<file path="config.mk">
export PLATFORM = sky130hd
export DESIGN_NAME = instruction_fetch_unit
export DESIGN_NICKNAME = d
export VERILOG_FILES = /design/src/rtl/instruction_fetch_unit_pkg.sv /design/src/rtl/instruction_fetch_unit_counter.sv /design/src/rtl/instruction_fetch_unit.sv
export SDC_FILE = /design/constraint.sdc
export NUM_CORES = 1
export LEC_CHECK = 0
export CORE_MARGIN = 2
export CORE_UTILIZATION = 47
export CTS_CLUSTER_DIAMETER = 30
export DETAILED_ROUTE_END_ITERATION = 12
export PLACE_DENSITY = 0.95
export SYNTH_ARGS = -nofsm -noshare
export SYNTH_HDL_FRONTEND = slang
export SYNTH_SLANG_ARGS = --single-unit
</file>
<file path="constraint.sdc">
create_clock -name clk -period 4.4 [get_ports clk]
set_input_delay 0.44 -clock clk [delete_from_list [all_inputs] [get_ports clk]]
set_output_delay 0.44 -clock clk [all_outputs]
set_load 0.005 [all_outputs]
</file>
<file path="src/rtl/instruction_fetch_unit_pkg.sv">
// Shared CPU package: fetch FSM encodings, instruction field positions used by
// both the fetch stage and the controller decode path, and the default boot PC.
package instruction_fetch_unit_pkg;

    typedef enum logic [1:0] {
        BOOT     = 2'd0,
        RUN      = 2'd1,
        STALL    = 2'd2,
        REDIRECT = 2'd3
    } fetchState_e;

    localparam int unsigned OPCODE_MSB = 31;
    localparam int unsigned OPCODE_LSB = 28;
    localparam int unsigned FUNC_MSB   = 27;
    localparam int unsigned FUNC_LSB   = 24;

    localparam logic [31:0] RESET_PC_DEFAULT = 32'h0000_0040;

endpackage

</file>
<file path="src/rtl/instruction_fetch_unit_counter.sv">
// event_counter: 32-bit event counter with synchronous active-high reset.
//   clk    - clock
//   reset  - synchronous clear
//   en     - count one event this cycle
//   count  - current count, wraps at 2^32
module event_counter (
    input  logic        clk,
    input  logic        reset,
    input  logic        en,
    output logic [31:0] count
);

    always_ff @(posedge clk) begin
        if (reset) begin
            count <= '0;
        end else if (en) begin
            count <= count + 32'd1;
        end
    end

endmodule

</file>
<file path="src/rtl/instruction_fetch_unit.sv">
// instruction_fetch_unit: fetch stage. Holds the PC, drives word addresses to a
// synchronous instruction memory and presents instr/pc/pcPlus4 to decode with a
// valid/ready handshake. Execute may redirect with a one-cycle brTaken pulse.
//   clk, reset          - clock, synchronous active-high reset
//   imemAddr / imemData - memory word address out, data (one cycle later) in
//   ready               - decode accepts the presented instruction
//   brTaken / brTarget  - redirect request and byte target
//   instrValid, instr, opcode, func, pc, pcPlus4 - to decode
//   fetchState, fetchCount, stallCount, flushCount - debug
module instruction_fetch_unit
    import instruction_fetch_unit_pkg::*;
#(
    parameter int unsigned ADDR_BITS = 11,
    parameter logic [31:0] RESET_PC  = RESET_PC_DEFAULT
) (
    input  logic                 clk,
    input  logic                 reset,
    output logic [ADDR_BITS-1:0] imemAddr,
    input  logic [31:0]          imemData,
    input  logic                 ready,
    input  logic                 brTaken,
    input  logic [31:0]          brTarget,
    output logic                 instrValid,
    output logic [31:0]          instr,
    output logic [3:0]           opcode,
    output logic [3:0]           func,
    output logic [31:0]          pc,
    output logic [31:0]          pcPlus4,
    output logic [1:0]           fetchState,
    output logic [31:0]          fetchCount,
    output logic [31:0]          stallCount,
    output logic [31:0]          flushCount
);

    logic [31:0] pcReg;
    logic [31:0] nextPc;
    logic        reqValid;
    logic        fire;
    fetchState_e state;
    fetchState_e stateNext;

    // A redirect squashes the word on imemData in the same cycle.
    assign instrValid = reqValid && !brTaken;
    assign fire       = instrValid && ready;

    // On a stall the same address is re-issued so the memory re-presents the
    // held word; no separate holding register is needed.
    always_comb begin
        nextPc = pcReg;
        if (brTaken) begin
            nextPc = brTarget & 32'hFFFF_FFFC;
        end else if (!reqValid) begin
            nextPc = pcReg;
        end else if (fire) begin
            nextPc = pcReg + 32'd4;
        end
    end

    assign imemAddr = nextPc[ADDR_BITS+1:2];

    always_ff @(posedge clk) begin
        if (reset) begin
            pcReg    <= RESET_PC;
            reqValid <= 1'b0;
        end else begin
            pcReg    <= nextPc;
            reqValid <= 1'b1;
        end
    end

    assign instr   = imemData;
    assign opcode  = imemData[OPCODE_MSB:OPCODE_LSB];
    assign func    = imemData[FUNC_MSB:FUNC_LSB];
    assign pc      = pcReg;
    assign pcPlus4 = pcReg + 32'd4;

    // FSM: state register
    always_ff @(posedge clk) begin
        if (reset) begin
            state <= BOOT;
        end else begin
            state <= stateNext;
        end
    end

    // FSM: next state
    always_comb begin
        stateNext = state;
        if (brTaken) begin
            stateNext = REDIRECT;
        end else if (state == BOOT) begin
            stateNext = RUN;
        end else if (reqValid && !ready) begin
            stateNext = STALL;
        end else begin
            stateNext = RUN;
        end
    end

    // FSM: outputs
    always_comb begin
        fetchState = state;
    end

    event_counter uFetchCnt (
        .clk   (clk),
        .reset (reset),
        .en    (fire),
        .count (fetchCount)
    );

    event_counter uStallCnt (
        .clk   (clk),
        .reset (reset),
        .en    (instrValid && !ready),
        .count (stallCount)
    );

    event_counter uFlushCnt (
        .clk   (clk),
        .reset (reset),
        .en    (brTaken),
        .count (flushCount)
    );

endmodule

</file>
Yosys cells after proc, flatten, opt, wreduce, memory -nomap -nowiden
Cells that the tools add are included.

cells by class
  multiplexer cells = 7
  add/sub/neg operators = 4
  reduce and logical (&&, ||, !) cells = 12

operators with widths
  kind                                                              number
  32-bit by 1-bit adder with 32-bit output (second input constant)  3
  32-bit two-way mux                                                3
  32-bit by 3-bit adder with 32-bit output (second input constant)  1
  2-bit two-way mux                                                 3
  1-bit logical AND                                                 4
  2-bit AND reduction                                               2
  2-bit nonzero test                                                2
  1-bit zero test                                                   2
  2-bit zero test                                                   1
  2-bit OR reduction                                                1
  1-bit two-way mux                                                 1

word-level totals
  input bits = 68
  register bits = 131
  output and inout bits = 214
  logic and storage cells = 31

Longest topological paths before layout
  depth in word-level cells = 6
  gate-level depth with buffers = 9
  gate-level depth less buffers = 6

Hierarchy
Synthesis repeated with hierarchy kept, for this count alone.

second synthesis, totals
  cell total of the unflattened synthesis = 886
  area, all modules = 7335.8 µm²

modules (own cells, without submodules)
  module                  area an instance (µm²)  sequential area each (µm²)  cells an instance  instances
  event_counter           1564.0                  640.6                       181                3
  instruction_fetch_unit  2643.8                  660.6                       343                1

Worst setup path after synthesis
No wires, ideal clock.

  path type = reg-to-output
  from = register pcReg[9] (netlist: pc[9])
  to = output pcPlus4[29]
  buffers on the path = 2
  required time = 3.960 ns
  cell stages (with the launch flop) = 7
  data arrival time = 1.796 ns
  path slack = 2.164 ns
  cell sequence = dfxtp_1 buf_2 nand4_1 or4_1 clkbuf_1 o31a_1 or2_1

on the way
  cells in the longest elaborated chain, start to end = 1

RTL lines
  element                                   RTL line                      source
  from (decl)                               instruction_fetch_unit.sv:35  logic [31:0] pcReg;
  from (signal assigned)                    instruction_fetch_unit.sv:66  pcReg <= nextPc;
  32-bit by 3-bit adder with 32-bit output  instruction_fetch_unit.sv:75  assign pcPlus4 = pcReg + 32'd4;
  to (decl)                                 instruction_fetch_unit.sv:28  output logic [31:0] pcPlus4,

No other way between the ends.

Final worst setup path
  from = register pcReg[2] (netlist: pc[2])
  to = output pcPlus4[22]

Same word-level chain as after synthesis.

==> key figures <==
Synthesis
  – Prevailing post-synth register cell: dfxtp_1
  – Yosys cell types: 53
  – Number of synthesized flops with an enable pin: 0
  – Cells after Synth: 853
  – Synthesized cell area: 0.00698 mm²
  – Syn. warnings: 0
  – Async SR Flop Fraction: 0
  – Seq/Total Area, Yosys: 0.370
  – Synth Register Bits: 129
  – Syn Area/Cell: 8.18 µm²

STA
  – Setup TNS Final: 0 ns
  – Final setup fails: 0
  – FMAX: 289 MHz
  – RSZ-0062 raised after global routing: no
  – Final Hold Fails: 0
  – Tcrit/Tclk final: 0.788
  – Rel. slew slack: 0.513
  – Tmin final: 3.47 ns
  – Worst Skew: 0.0109 ns
  – Final Max Tran Viols: 0
  – Slew of the pin with the lowest slew margin: 0.724 ns

Power
  – VDD IR max: 0.228 mV
  – Lkg Pwr: 0.00324 µW
  – Power Density: 306 mW/mm²

Global routing
  – GR Overflow Total: 0
  – Vias in the first global route: 6,128
  – First-pass GRT wire length: 31,100 µm
  – Initial antenna violation count: 0
  – GRT Util Overall: 0.239
  – Largest net degree at the start of global routing: 47

Clock tree
  – Clock sinks: 129
  – Maximum buffer depth of the clock tree: 2
  – Clock-pin slew on the worst setup and hold paths: 0.07 ns
  – Root Buffer: clkbuf_16
  – Hold buffers post-CTS: 0
  – CTS tree: yes
  – Postcts setup bufs: 0
  – TritonCTS buffer count: 17
  – Clk_lat worst skew: 0.42 ns
  – H-tree Lvls: 4
  – PostCTS Resize Cnt: 0

Final layout
  – Most common cell after layout, fill and taps aside: clkdlybuf4s50_1
  – Storage cell area: 0.00258 mm²
  – Layout Nets: 1,056
  – Fraction of layout cells with a size suffix above 1: 0.0592
  – Footprint of the multi-input gates: 0.00377 mm²
  – Fin cells: 1,181
  – Most frequent cells in the layout: clkdlybuf4s50_1, dfxtp_1, nor2_1
  – Area growth from synthesis to layout: 32.8%
  – Fillers: 1,182
  – Ant. Diodes: 0

Worst setup path
  – CP delay by family, top: simple AND/OR/NAND/NOR gates
  – Worst Path Arrival: 3.03 ns
  – Slowest CP cell: clkdlybuf4s50_1
  – Crit-path cells: ha_1 -> and4_1 -> nand4_1 -> nor3_1 -> xor2_1 -> clkdlybuf4s50_1
  – CP Max Fanout: 8
  – CP required: 3.96 ns
  – Buf+Inv Stages, Crit Path: 1
  – CP endpoint kind: output pin
  – Nature of the critical path startpoint: register
  – Max incr delay on CP: 0.53 ns
  – Setup CP Type: reg2out

Detailed routing
  – DRC: 0
  – Pre-Repair DR Iteration Count: 5
  – Final wirelength: 19,800 µm
  – Detail Route Antenna Nets: 0
  – DR WL/cell: 16.7 µm
  – Via Count: 6,608
  – Vias/cell: 5.60
  – Initial detailed-routing violation count: 415

Worst hold path
  – Worst hold path type: in2reg

Placement
  – Routability cong.: 0.881
  – DPL Wire Length: 14,100 µm
  – Placed cells: 1,149
  – IO Port Bufs: 203

Floorplanning
  – Num rows: 44
  – Core Area: 0.0145 mm²
  – I/O pins: 282
  – Initial core utilization: 0.480
  – Die W: 126 µm
  – Die area: 0.0158 mm²
  – Die H: 126 µm

Run
  – # Max-Cap Violations: 0

Outcome
  – Status: complete, no violations
-- sequential cells by signal, summed over array words and instances, names as in the netlist --
register         flops
uFlushCnt.count     32
pc                  30
uFetchCnt.count     32
reqValid             1
fetchState           2
uStallCnt.count     32
-- per-layer routing --
metal  part of all wire  global-route usage  vias up
li1                   -                   -     3160
met1               0.40               0.288     3128
met2               0.50               0.409      280
met3              0.076              0.0671       40
met4              0.023              0.0866        0
met5                  0                   0        -
-- cell type report --
class                           instances  area share
Clock buffer                           19      0.0478
Inverter                               12     0.00486
Sequential cell                       129       0.279
Timing Repair Buffer                  208       0.223
Clock inverter                         13      0.0139
Multi-Input combinational cell        616       0.407
Tap cell                              184      0.0249
-- through the flow --
| step | util | hold slack (ns) | power (µW) | instance area [µm²] | worst slack (ns) |
|---|---|---|---|---|---|
| final | 0.637 | 0.429 | 2840 | 9260 | 0.935 |
| after global routing | 0.637 | 0.444 | 2930 | 9260 | 0.758 |
| after CTS | 0.637 | 0.423 | 2850 | 9260 | 0.943 |
| after detailed placement | 0.598 | 0.477 | 1490 | 8690 | 1.12 |
| after global placement | 0.598 | 0.472 | 1490 | 8690 | 1.19 |
| after floorplan | - | 0.461 | 1390 | 6990 | 2.16 |
-- Yosys cell counts, types with 3 or more instances --
cell type,number,area (µm²)
dfxtp_1,129,2580
nor2_1,117,439
nand2_1,69,259
xor2_1,68,596
buf_4,56,420
nand3_1,47,235
xnor2_1,44,385
nand4_1,42,263
clkbuf_1,27,101
a21oi_1,25,125
o21ai_0,22,110
and3_1,21,131
and4_1,18,158
and2_1,16,100
nor4_1,15,93.8
nor3_1,13,65.1
inv_1,12,45.0
buf_1,9,33.8
or3_1,9,56.3
a31oi_1,7,43.8
buf_2,7,35.0
nor2b_1,6,37.5
or4_1,6,45.0
a211oi_1,4,30.0
ha_1,4,50.1
mux2_2,4,45.0
nor4_2,4,50.1
o21ai_1,4,20.0
o31a_1,4,35.0
or2_1,4,25.0
or2_2,4,25.0
a31o_2,3,26.3
mux2i_1,3,30.0
nand2b_1,3,18.8
o211ai_1,3,22.5
-- path summary, 6_finish.rpt --
check	slack, ns	cells past startpoint	from	end
worst max-delay path	0.93	6	pc[2]	pcPlus4[22]
worst max register to register	1.94	6	pc[2]	pc[20]
worst min-delay path	0.43	2	reset	uStallCnt.count[29]
worst min register to register	0.49	2	uFlushCnt.count[27]	uFlushCnt.count[27]
-- where the power goes --
part	total [µW]	internal [µW]	switching (µW)
clock	1360	802	562
sequential	1230	1190	40.0
combinational	241	139	102
-- logic make-up (layout without fill, tap and decap cells) --
logic type,Yosys count,after routing,synth area share
and+or+nand+nor,406,406,0.305
AOI/OAI and AO/OA,81,81,0.0709
adders and majority gates,4,4,0.00718
other,1,4,0.000538
muxes,9,9,0.0140
xor gates and xnor gates,112,112,0.141
DFF,129,129,0.370
buffers and inverters,111,252,0.0911
No activity file was read; power rests on OpenSTA's default activity.
==> RTL edit 1, RTL diff (config.mk and constraints unchanged) <==
`ADDR_BITS`: 11 -> 10.
--- a/src/rtl/instruction_fetch_unit.sv
+++ b/src/rtl/instruction_fetch_unit.sv
@@ -12,3 +12,3 @@
 #(
-    parameter int unsigned ADDR_BITS = 11,
+    parameter int unsigned ADDR_BITS = 10,
     parameter logic [31:0] RESET_PC  = RESET_PC_DEFAULT
Ports: changed (resized imemAddr); port bits go from 282 to 281. No check against the original RTL was run, so the function may have changed too.
==> RTL edit 1 against the unedited design <==
  * Area after synthesis fell by 0.83%
  * Power increased by 6.4%
  * Design area up 0.39%
  * Worst setup slack lost 280 ps
  * Largest cell class unchanged
  * Critical path depth unchanged
  * Wire length up 1.2%
  * First-iteration DRC count is 27% higher
  * Sequential cell count unchanged
  * Largest power group unchanged
  * Fmax decreased by 7.4%
==> RTL edit 1: results (changes against the unedited design) <==
| Metric | Value |
|---|---|
| Status | `finished, final reports clean` |
| Gpl congestion | `0.910 (+3.3%)` |
| Post-detail-place hpwl | `13.6 mm (-3.8%)` |
| Mux cell area share after synthesis | `0.452% (-0.95 points)` |
| Sw frac | `22.1% (-2.8 points)` |
| Via count | `6759 (+2.3%)` |
| Clock skew | `11.3 ps (+0.385 ps)` |
| Hold endpoint | `uFlushCnt.count[31]` |
| Routed WL | `20.0 mm (+1.2%)` |
| DR vias/cell | `5.74 (+2.5%)` |
| Crit path DAT | `3300 ps (+270 ps)` |
| WL met2 | `9.74 mm (-0.89%)` |
| Critical-path top delay cell | `nor4_4` |
| Reg-to-Reg Start | `reqValid` |
| Routed wl met3 | `1.66 mm (+10%)` |
| Worst Hold Class | `reg -> reg` |
| Seq/Total Area, Yosys | `37.3% (+0.31 points)` |
| GRT Total Usage | `24.7% (+0.76 points)` |
| Adder-cell share of the synthesized area | `0.723% (+0.0060 points)` |
| Top post-synthesis cells by count | `129 x dfxtp_1, 105 x nor2_1, 62 x nand2_1, 59 x xor2_1, 55 x buf_4` |
| IO Port Bufs | `202 (-0.49%)` |
| Worst relative slew slack | `30.6% (-21 points)` |
| Syn Area/Cell | `8.17 µm² (-0.12%)` |
| Largest net degree at the start of global routing | `72 (+53%)` |
| Fillcell total | `1122 (-5.1%)` |
| Hold_ws | `485 ps (+56.6 ps)` |
| Synth Area in XOR/XNOR | `13.0% (-1.0 points)` |
==> RTL edit 1: changes by cell type after synthesis, moves of 5 or more <==
cell,unedited run,this run
nor4_1,15,10
nor3_1,13,18
a31oi_1,7,13
a21oi_1,25,33
nor2_1,117,105
nand2_1,69,62
or3_1,9,27
o31ai_1,0,5
xor2_1,68,59
nand4_1,42,35
inv_1,12,21
==> RTL edit 1: power groups by stage <==
stage               clock, µW  combinational (µW)  sequential, µW
floorplan                   0                 143            1240
CTS                      1560                 241            1230
detailed placement          0                 238            1250
global placement            0                 235            1250
finish                   1540                 243            1230
global route             1610                 259            1230
==> RTL edit 1: how the worst max path moves through the flow <==
stage / endpoint / start / slack (ps)
4_1_cts: pcPlus4[24] / pc[2] / 710
5_1_grt: pcPlus4[24] / pc[2] / 570
6_report: pcPlus4[24] / pc[2] / 660
3_3_place_gp: imemAddr[5] / ready / 1220
2_1_floorplan: pcPlus4[24] / pc[2] / 2120
3_5_place_dp: imemAddr[5] / ready / 1180
==> RTL edit 1: tightest hold or removal path, stage by stage, from the launching register on <==
cell	delay [ps]
dfxtp_1	320
o31ai_1	60
a21oi_1	50
==> RTL edit 1: final cells by class <==
type,instances,area (µm²),share of cell area (%)
multi-input cells,602,3680,39.6
inverters,21,78.8,0.848
clock buffers,23,498,5.36
well taps,184,230,2.48
flip-flops and latches,129,2580,27.8
repair buffers,210,2070,22.3
clock inverters,9,151,1.63
==> RTL edit 1: metrics by stage <==
step                cell area (µm²)  setup WS, ps
finish                         9300           659
global route                   9300           568
CTS                            9300           712
detailed placement             8650          1180
global placement               8650          1220
floorplan                      6930          2120
==> RTL edit 1: routing by layer <==
layer / vias to the layer above / global-route usage (%)
met5: - / 0
met4: 0 / 12.2
met3: 57 / 6.16
met2: 347 / 41.8
met1: 3176 / 29.2
li1: 3179 / -
==> RTL edit 2, RTL diff (config.mk and constraints unchanged) <==
Made on the original files. Make the reset (`reset`) asynchronous in 3 clocked blocks. Comments in the files are not updated.
--- a/src/rtl/instruction_fetch_unit_counter.sv
+++ b/src/rtl/instruction_fetch_unit_counter.sv
@@ -12,3 +12,3 @@
 
-    always_ff @(posedge clk) begin
+    always_ff @(posedge clk or posedge reset) begin
         if (reset) begin
--- a/src/rtl/instruction_fetch_unit.sv
+++ b/src/rtl/instruction_fetch_unit.sv
@@ -60,3 +60,3 @@
 
-    always_ff @(posedge clk) begin
+    always_ff @(posedge clk or posedge reset) begin
         if (reset) begin
@@ -77,3 +77,3 @@
     // FSM: state register
-    always_ff @(posedge clk) begin
+    always_ff @(posedge clk or posedge reset) begin
         if (reset) begin
Check against the original RTL: differs if reset is asserted again (counterexample within 4 cycles, from zero or initial values and one cycle with reset high); with reset held inactive, the same outputs for 10 cycles.
==> RTL edit 2 against the unedited design <==
  * Fmax is 2.9% lower
  * Synthesized cell count down 20%
  * Design area decreased by 1.1%
  * Sequential cell count unchanged
  * First-iteration DRC count down 15%
  * Area after synthesis fell by 2.5%
  * Wire length shrank 11%
  * Worst setup slack got worse by 100 ps
  * Critical endpoint is now pcPlus4[24]
  * Highest routed layer unchanged
Power is not compared: it rests on default switching activity, and its combinational part moved more than twofold at a synthesized area within 25%.
==> RTL edit 2: results (changes against the unedited design) <==
| Metric | Value |
|---|---|
| Status | `finished, final reports clean` |
| Crit path DAT | `3130 ps (+100 ps)` |
| Wl on met1 | `7.05 mm (-11%)` |
| Vias in the first global route | `5498 (-10%)` |
| Reg2reg setup slack | `1820 ps (-120 ps)` |
| Number of buffers added for setup after CTS | `0 (unchanged)` |
| Pre-CTS setup slack | `1140 ps (+18.3 ps)` |
| Multi-input combinational area share | `33.3% (-7.4 points)` |
| M2 GR Usage | `39.4% (-1.4 points)` |
| Hold_ws | `384 ps (-44.5 ps)` |
| Met3 Usage GRT | `6.79% (+0.075 points)` |
| Synth cell types | `48 (-9.4%)` |
| Area contributors post-synth | `dfrtp_1 47%, xnor2_1 12%, buf_4 6.1%, xor2_1 6.1%, nand2_1 4.4%` |
| GR met1 Demand/Resource | `27.1% (-1.7 points)` |
| Clock skew | `13.6 ps (+2.68 ps)` |
| Fraction of layout cells with a size suffix above 1 | `5.20% (-0.72 points)` |
| Die area | `15400 µm² (-2.5%)` |
| Design area | `9160 µm² (-1.1%)` |
| Cells after synthesis | `683 (-20%)` |
| Ys async rst share | `100% (+100 points)` |
| Crit path time final | `3570 ps (+103 ps)` |
| Worst Hold Class | `in -> reg` |
| Largest net degree at the start of global routing | `72 (+53%)` |
| R2r endpoint | `pc[24]` |
| Invs w/o clock | `9 (-3)` |
| Routed wl met3 | `1.20 mm (-20%)` |
| Nets@finish | `907 (-14%)` |
| Seq/Total Area, Yosys | `47.5% (+10 points)` |
| Reg area | `3230 µm² (+25%)` |
| Placed cell areas | `8600 µm² (-0.99%)` |
| Non-clock buffers, area share | `22.5% (+0.24 points)` |
| Reg power frac | `42.6%` |
| Top post-synthesis cells by count | `128 x dfrtp_1, 90 x xnor2_1, 79 x nand2_1, 55 x buf_4, 47 x xor2_1` |
| Iteration-0 DRC Markers | `352 (-15%)` |
| Critical Path End | `pcPlus4[24]` |
| WL met2 | `8.91 mm (-9.4%)` |
| Gpl congestion | `0.848 (-3.7%)` |
| Nonclk buf count | `206 (-0.96%)` |
| Crit-path max FO | `6 (-2)` |
| Top_reg_cell synth | `dfrtp_1` |
| Finished Layout Cells | `1026 (-13%)` |
| CLK BUF | `20 (+1)` |
| First-pass GRT wire length | `28.8 mm (-7.5%)` |
| Clock-cell share of area | `6.09% (-0.083 points)` |
| Post-detail-place hpwl | `12.7 mm (-10%)` |
| Hold Crit Depth | `2 (unchanged)` |
| Clock slew at reported path FFs | `60 ps` |
| Worst Max-Slew Pin Slew | `1020 ps (+292 ps)` |
| Routed WL | `17.6 mm (-11%)` |
| GRT Total Usage | `23.0% (-0.96 points)` |
| Hold path startpoint | `brTaken` |
| Fillcell total | `1060 (-10%)` |
| Via count | `5627 (-15%)` |
| CP Launch Point | `pc[2]` |
| Hold endpoint | `uFlushCnt.count[0]` |
| #MultiIn Comb | `472 (-23%)` |
| Fin. max-slew vios | `0 (unchanged)` |
==> RTL edit 2: cell count changes after synthesis, moves of 6 or more <==
cell and change:
nand2_1 +10, xor2_1 -21, clkbuf_1 -11, buf_1 -8, xnor2_1 +46, and2_1 -8, nor2_1 -80, nor4_1 -7
a31oi_1 -6, a21oi_1 -22, dfrtp_1 +128, dfxtp_1 -129
==> RTL edit 2: cells by family (layout without fill, tap and decap cells) <==
group                      after synthesis  count (layout)  synth area share [%]
and+or+nand+nor                        281             281                  21.5
xor gates and xnor gates               137             137                  17.7
DFF                                    129             129                  47.5
buffers and inverters                   85             245                  7.90
AOI/OAI and AO/OA                       43              43                  4.25
adders and majority gates                4               4                 0.736
other                                    2               5                 0.110
muxes                                    2               2                 0.331
==> RTL edit 2: worst max-delay path, stage by stage (launching register included) <==
cell and delay (ps):
dfrtp_1 450, ha_1 320, nand4_1 240, or3_1 490, or2_1 350, nor2_1 190, xor2_1 160, clkdlybuf4s50_1 520
